--- config.mk ---
export PLATFORM = sky130hd
export DESIGN_NAME = serial_link_raw_calib_ctrl
export DESIGN_NICKNAME = d
export VERILOG_FILES = /design/src/rtl/serial_link_pkg.sv /design/src/rtl/serial_link_raw_calib_ctrl.sv
export SDC_FILE = /design/constraint.sdc
export NUM_CORES = 1
export LEC_CHECK = 0
export CAP_MARGIN = 20
export CELL_PAD_IN_SITES_DETAIL_PLACEMENT = 1
export CELL_PAD_IN_SITES_GLOBAL_PLACEMENT = 2
export CORE_UTILIZATION = 25
export CTS_CLUSTER_SIZE = 16
export DETAILED_ROUTE_END_ITERATION = 16
export GPL_TIMING_DRIVEN = 0
export PLACE_DENSITY = 0.78
export SYNTH_ARGS = -nofsm -noshare
export SYNTH_HDL_FRONTEND = slang
export SYNTH_SLANG_ARGS = --single-unit
export TNS_END_PERCENT = 30
--- constraint.sdc ---
create_clock -name clk_i -period 2.2 [get_ports clk_i]
set_input_delay 0.22 -clock clk_i [delete_from_list [all_inputs] [get_ports clk_i]]
set_output_delay 0.22 -clock clk_i [all_outputs]
set_load 0.02 [all_outputs]
--- src/rtl/serial_link_pkg.sv ---
// Shared serial link parameters, channel word type and raw-mode calibration sequencer states.
package serial_link_pkg;

    localparam int unsigned NumChannels = 2;
    localparam int unsigned NumLanes    = 4;

    typedef logic [2*NumLanes-1:0] phy_data_t;

    localparam int unsigned CalibNumPatterns   = 8;
    localparam int unsigned CalibPatternSeed   = 'hA5;
    localparam int unsigned CalibTimeoutCycles = 1024;

    typedef enum logic [2:0] {
        CalibIdle   = 3'd0,
        CalibClear  = 3'd1,
        CalibFill   = 3'd2,
        CalibRecv   = 3'd3,
        CalibFinish = 3'd4
    } calib_state_e;

endpackage

--- src/rtl/serial_link_raw_calib_ctrl.sv ---
// Raw-mode link calibration: flushes the data link, pushes a training pattern to all TX
// channels, reads it back per RX channel with a per-word timeout and reports a pass mask.
module serial_link_raw_calib_ctrl
    import serial_link_pkg::*;
#(
    parameter int unsigned  NumChannels   = serial_link_pkg::NumChannels,
    parameter int unsigned  NumLanes      = serial_link_pkg::NumLanes,
    parameter type          phy_data_t    = serial_link_pkg::phy_data_t,
    parameter int unsigned  NumPatterns   = serial_link_pkg::CalibNumPatterns,
    parameter int unsigned  PatternSeed   = serial_link_pkg::CalibPatternSeed,
    parameter int unsigned  TimeoutCycles = serial_link_pkg::CalibTimeoutCycles,
    localparam int unsigned ChSelW        = (NumChannels > 1) ? $clog2(NumChannels) : 1
) (
    input  logic                   clk_i,
    input  logic                   rst_ni,
    input  logic                   start_i,
    output logic                   busy_o,
    output logic                   done_o,
    output logic [NumChannels-1:0] ch_ok_o,
    output logic                   cfg_raw_mode_en_o,
    output logic                   cfg_flow_control_fifo_clear_o,
    output logic [ChSelW-1:0]      cfg_raw_mode_in_ch_sel_o,
    input  phy_data_t              cfg_raw_mode_in_data_i,
    input  logic [NumChannels-1:0] cfg_raw_mode_in_data_valid_i,
    output logic                   cfg_raw_mode_in_data_ready_o,
    output logic [NumChannels-1:0] cfg_raw_mode_out_ch_mask_o,
    output phy_data_t              cfg_raw_mode_out_data_o,
    output logic                   cfg_raw_mode_out_data_valid_o,
    output logic                   cfg_raw_mode_out_en_o,
    output logic                   cfg_raw_mode_out_data_fifo_clear_o,
    input  logic                   cfg_raw_mode_out_data_fifo_is_full_i
);

    localparam int unsigned PhyW     = 2 * NumLanes;
    localparam int unsigned WordW    = $clog2(NumPatterns + 1);
    localparam int unsigned ChIdxW   = $clog2(NumChannels + 1);
    localparam int unsigned TimeoutW = $clog2(TimeoutCycles);

    calib_state_e          state_q, state_d;
    logic [WordW-1:0]      word_idx_q, word_idx_d;
    logic [ChIdxW-1:0]     ch_idx_q, ch_idx_d;
    logic [TimeoutW-1:0]   timeout_q, timeout_d;
    logic [NumChannels-1:0] ok_q, ok_d;
    logic [NumChannels-1:0] ch_ok_q, ch_ok_d;
    logic [ChSelW-1:0]     ch_sel;
    logic                  ch_end;

    // Training pattern: seed XOR word index, both taken at channel word width.
    function automatic phy_data_t word(input logic [WordW-1:0] idx);
        return phy_data_t'(PhyW'(PatternSeed) ^ PhyW'(idx));
    endfunction

    assign ch_sel  = ChSelW'(ch_idx_q);
    assign ch_ok_o = ch_ok_q;

    always_ff @(posedge clk_i or negedge rst_ni) begin
        if (!rst_ni) begin
            state_q    <= CalibIdle;
            word_idx_q <= '0;
            ch_idx_q   <= '0;
            timeout_q  <= '0;
            ok_q       <= '0;
            ch_ok_q    <= '0;
        end else begin
            state_q    <= state_d;
            word_idx_q <= word_idx_d;
            ch_idx_q   <= ch_idx_d;
            timeout_q  <= timeout_d;
            ok_q       <= ok_d;
            ch_ok_q    <= ch_ok_d;
        end
    end

    always_comb begin
        state_d    = state_q;
        word_idx_d = word_idx_q;
        ch_idx_d   = ch_idx_q;
        timeout_d  = timeout_q;
        ok_d       = ok_q;
        ch_ok_d    = ch_ok_q;
        ch_end     = 1'b0;

        busy_o                             = (state_q != CalibIdle);
        done_o                             = 1'b0;
        cfg_raw_mode_en_o                  = 1'b0;
        cfg_flow_control_fifo_clear_o      = 1'b0;
        cfg_raw_mode_in_ch_sel_o           = '0;
        cfg_raw_mode_in_data_ready_o       = 1'b0;
        cfg_raw_mode_out_ch_mask_o         = '0;
        cfg_raw_mode_out_data_o            = '0;
        cfg_raw_mode_out_data_valid_o      = 1'b0;
        cfg_raw_mode_out_en_o              = 1'b0;
        cfg_raw_mode_out_data_fifo_clear_o = 1'b0;

        unique case (state_q)
            CalibIdle: begin
                if (start_i) begin
                    state_d = CalibClear;
                    ch_ok_d = '0;
                end
            end
            CalibClear: begin
                cfg_raw_mode_en_o                  = 1'b1;
                cfg_raw_mode_out_data_fifo_clear_o = 1'b1;
                cfg_flow_control_fifo_clear_o      = 1'b1;
                word_idx_d = '0;
                ch_idx_d   = '0;
                ok_d       = '1;
                state_d    = CalibFill;
            end
            CalibFill: begin
                cfg_raw_mode_en_o             = 1'b1;
                cfg_raw_mode_out_en_o         = 1'b1;
                cfg_raw_mode_out_ch_mask_o    = '1;
                cfg_raw_mode_out_data_o       = word(word_idx_q);
                cfg_raw_mode_out_data_valid_o = ~cfg_raw_mode_out_data_fifo_is_full_i;
                // The data link only accepts a push while its raw TX FIFO has room.
                if (!cfg_raw_mode_out_data_fifo_is_full_i) begin
                    if (word_idx_q == WordW'(NumPatterns - 1)) begin
                        word_idx_d = '0;
                        timeout_d  = '0;
                        state_d    = CalibRecv;
                    end else begin
                        word_idx_d = word_idx_q + WordW'(1);
                    end
                end
            end
            CalibRecv: begin
                cfg_raw_mode_en_o            = 1'b1;
                cfg_raw_mode_out_en_o        = 1'b1;
                cfg_raw_mode_in_ch_sel_o     = ch_sel;
                cfg_raw_mode_in_data_ready_o = cfg_raw_mode_in_data_valid_i[ch_sel];
                // Mismatches are sticky but reading continues so the stream stays aligned.
                if (cfg_raw_mode_in_data_valid_i[ch_sel]) begin
                    if (cfg_raw_mode_in_data_i != word(word_idx_q)) begin
                        ok_d[ch_sel] = 1'b0;
                    end
                    timeout_d = '0;
                    if (word_idx_q == WordW'(NumPatterns - 1)) begin
                        ch_end = 1'b1;
                    end else begin
                        word_idx_d = word_idx_q + WordW'(1);
                    end
                end else if (timeout_q == TimeoutW'(TimeoutCycles - 1)) begin
                    ok_d[ch_sel] = 1'b0;
                    ch_end       = 1'b1;
                end else begin
                    timeout_d = timeout_q + TimeoutW'(1);
                end
                if (ch_end) begin
                    word_idx_d = '0;
                    timeout_d  = '0;
                    ch_idx_d   = ch_idx_q + ChIdxW'(1);
                    if (ch_idx_q == ChIdxW'(NumChannels - 1)) begin
                        state_d = CalibFinish;
                    end
                end
            end
            CalibFinish: begin
                cfg_flow_control_fifo_clear_o = 1'b1;
                ch_ok_d = ok_q;
                done_o  = 1'b1;
                state_d = CalibIdle;
            end
            default: begin
                state_d = CalibIdle;
            end
        endcase
    end

endmodule

==> flow_summary.yaml <==
critical_path:
  r2r-start: "timeout_q[0]"
  critical_path.top_delay_family: "buffers and inverters"
  crit_buf_inv: 2
  startpoint_type: "flip-flop"
  cp.arrival_ns: 1.85
  cp_cell_sequence: "buf_4, or3_1, clkdlybuf4s50_1"
  slowest_delay_ns: 0.54
  crit_required_ns: 1.98
  cp_max_fo: 10
  startpoint: "state_q[0]"
  worst_path_max_delay_cell: "clkdlybuf4s50_1"
  path_class: "flip-flop to primary output"
  end_kind: "primary output"
power:
  ir_drop_v: 0.000243
  pwr-share-seq_pct: 45.4
  p_comb_share_pct: 34.0
  p_leak_nw: 0.979
  power.density_nw_per_um2: 679
  clock_power_share_pct: 20.6
  p_int_w: 0.000873
  swShare_pct: 37.0
  p_sw_w: 0.000512
die:
  die_x_um: 79.9
  die-area_um2: 6390
  dieHeight_um: 79.9
  start_util_pct: 25.8
  coreArea_um2: 5890
  rows: 28
  ios: 35
routing:
  wl_per_cell_um: 15.9
  drc: 0
  dr_total_vias: 1353
  drt-initial-drc-count: 58
  ant_nets: 0
  drt-total-wl_um: 4300
  vias_per_cell: 4.99
  first_pass_iters: 4
timing:
  fin_ws_ns: 0.128
  maxSlewViolCount: 0
  finalHoldViolCount: 0
  finalCriticalPeriod_ns: 2.07
  setup_viol: 0
  rsz0062_at_grt: "false"
  relSlewSlack_pct: 64.1
  fmax_ghz: 0.483
  fin_skew_ns: 0.00621
  worst-slew-pin-transition_ns: 0.535
  fin_hold_ws_ns: 0.234
  post-route-period-util_pct: 94.2
logic_synthesis:
  syn_inst: 158
  yosysUniqueCellTypes: 63
  netlist.area_leader.share_pct: 37.9
  ys_top_cells_by_area: "dfrtp_1 (38%), nor2_1 (3.5%), buf_4 (3.0%)"
  ys_seq_elements: 23
  avgSynthCellArea_um2: 9.61
  synthFlopType: "dfrtp_1"
  synth_top_cells_by_count: "dfrtp_1 (23), nor2_1 (14), inv_1 (7)"
  yosysWarningCount: 0
  syn_area_um2: 1520
  ys_seq_area_share_pct: 37.9
  synth_edf_count: 0
  async_reset_ff_share_pct: 100
  yosys.area.top_type: "dfrtp_1"
  synth_most_common_cell: "dfrtp_1"
placed_design:
  pre_cts_ws_ns: -0.100
  dp_hpwl_um: 3230
  gp_congestion: 0.772
  io_buffers: 32
clock_tree:
  cts.sinks: 23
  cts_tree: "yes"
  clock-root-buffer: "clkbuf_8"
  clock_latency_ns: 0.28
  ctsHoldBuffers: 0
  cts_buffers: 3
  clk_pin_slew_ns: 0.10
  htreeDepth: 1
  clk_path_buf_depth: 2
  postCtsSetupBuffers: 0
cells_and_area:
  antenna_cells: 0
  seq_area_um2: 577
  nets: 214
  final_core_util_pct: 34.7
  drive_gt1_share_pct: 23.5
  area_growth_pct: 34.3
  multi_input_area_um2: 841
  fillCellCount: 692
hold_path:
  hold_path_class: "input port to asynchronous set/reset pin"
grt:
  grt_antenna_before_repair: 0
  grt_pass1_vias: 1428
  overflow: 0
  grt_pass1_wl_um: 7320
  grt_max_degree: 19
  grt_usage_pct: 15.1
run_status:
  status: "completed"
job:
  maxCapViolations: 0
[what timing repair did]
action                     in CTS  in global routing
cloned                          0                  0
setup endpoints to repair       8                  8
resized for setup              15                  7
[stage by stage]
step	area, um2	TNS [ns]	power [W]	cells
floorplan	1520	0	0.000927	159
global placement	1940	-0.0560	0.00108	266
detailed placement	1960	-0.107	0.00110	267
CTS	2020	0	0.00140	271
global route	2040	0	0.00148	271
finish	2040	0	0.00139	271
[final cells by class]
type | count | share of cell area (%)
clock buffer | 3 | 2.02
sequential | 23 | 28.3
multi-input combinational | 116 | 41.2
inverter | 7 | 1.29
buffer | 13 | 5.46
timing repair buffer | 33 | 16.9
tap | 75 | 4.60
clock inverter | 1 | 0.245
[cell usage in the layout (no fill, tap or decap), drive strengths merged, types with 2 or more instances in the layout]
master / Yosys / routed
a22o: 4 / 4
nand2b: 2 / 2
a21oi: 8 / 8
or3: 2 / 2
xnor2: 2 / 2
and4: 2 / 2
a211oi: 2 / 2
inv: 7 / 7
xor2: 2 / 2
nor2: 14 / 14
a31oi: 6 / 6
nor3: 2 / 2
dlymetal6s2s: 0 / 4
dfrtp: 23 / 23
o21ai: 7 / 7
buf: 11 / 15
nand3: 6 / 6
nand3b: 2 / 2
o41ai: 2 / 2
ha: 3 / 3
o211ai: 2 / 2
o31ai: 3 / 3
or2b: 2 / 2
conb: 1 / 2
nand4: 2 / 2
and2: 4 / 4
or2: 2 / 2
and3: 3 / 3
clkbuf: 2 / 5
a41oi: 2 / 2
mux2i: 3 / 3
clkdlybuf4s50: 0 / 20
dlygate4sd2: 0 / 5
nand2: 8 / 8
[path summary, 6_finish.rpt]
kind	end	slack, ns	cells after the start
max	busy_o	0.13	3
max in group asynchronous	state_q[0]	1.52	2
min in group clk_i	timeout_q[9]	0.49	1
max reg2reg	ok_q[0]	0.17	8
min reg2reg	timeout_q[9]	0.49	1
min	word_idx_q[3]	0.23	1
[per-layer routing]
| metal | up-vias | global-route usage [%] | part of all wire (%) | wire length (um) |
|---|---|---|---|---|
| met1 | 669 | 21.7 | 52 | 2220 |
| met5 | - | 0 | 0 | 0 |
| met2 | 23 | 23.2 | 45 | 1920 |
| met4 | 0 | 4.82 | 1.2 | 51 |
| met3 | 5 | 1.71 | 2.5 | 108 |
| li1 | 656 | - | - | - |
[power by group through the flow]
| stage | Sequential (W) | Combinational, W | Clock [W] |
|---|---|---|---|
| final | 0.000629 | 0.000470 | 0.000286 |
| after detailed placement | 0.000632 | 0.000470 | 0 |
| after global placement | 0.000628 | 0.000452 | 0 |
| after CTS | 0.000624 | 0.000473 | 0.000299 |
| after floorplan | 0.000593 | 0.000334 | 0 |
| after global routing | 0.000645 | 0.000526 | 0.000312 |
[flip-flops by register name, summed over array words and instances (netlist names)]
signal	flops
timeout_q	10
word_idx_q	4
state_q	3
ch_idx_q	2
ch_ok_o	2
ok_q	2
[kinds of logic after synthesis]
logic type / count (synthesis) / synth area share (%)
and+or+nand+nor: 57 / 22.5
AOI/OAI and AO/OA: 46 / 23.1
DFF: 23 / 37.9
buffers and inverters: 20 / 8.81
xor gates and xnor gates: 4 / 2.31
muxes: 4 / 2.72
adders and majority gates: 3 / 2.47
other: 1 / 0.247
No activity file was read; power rests on OpenSTA's default activity.
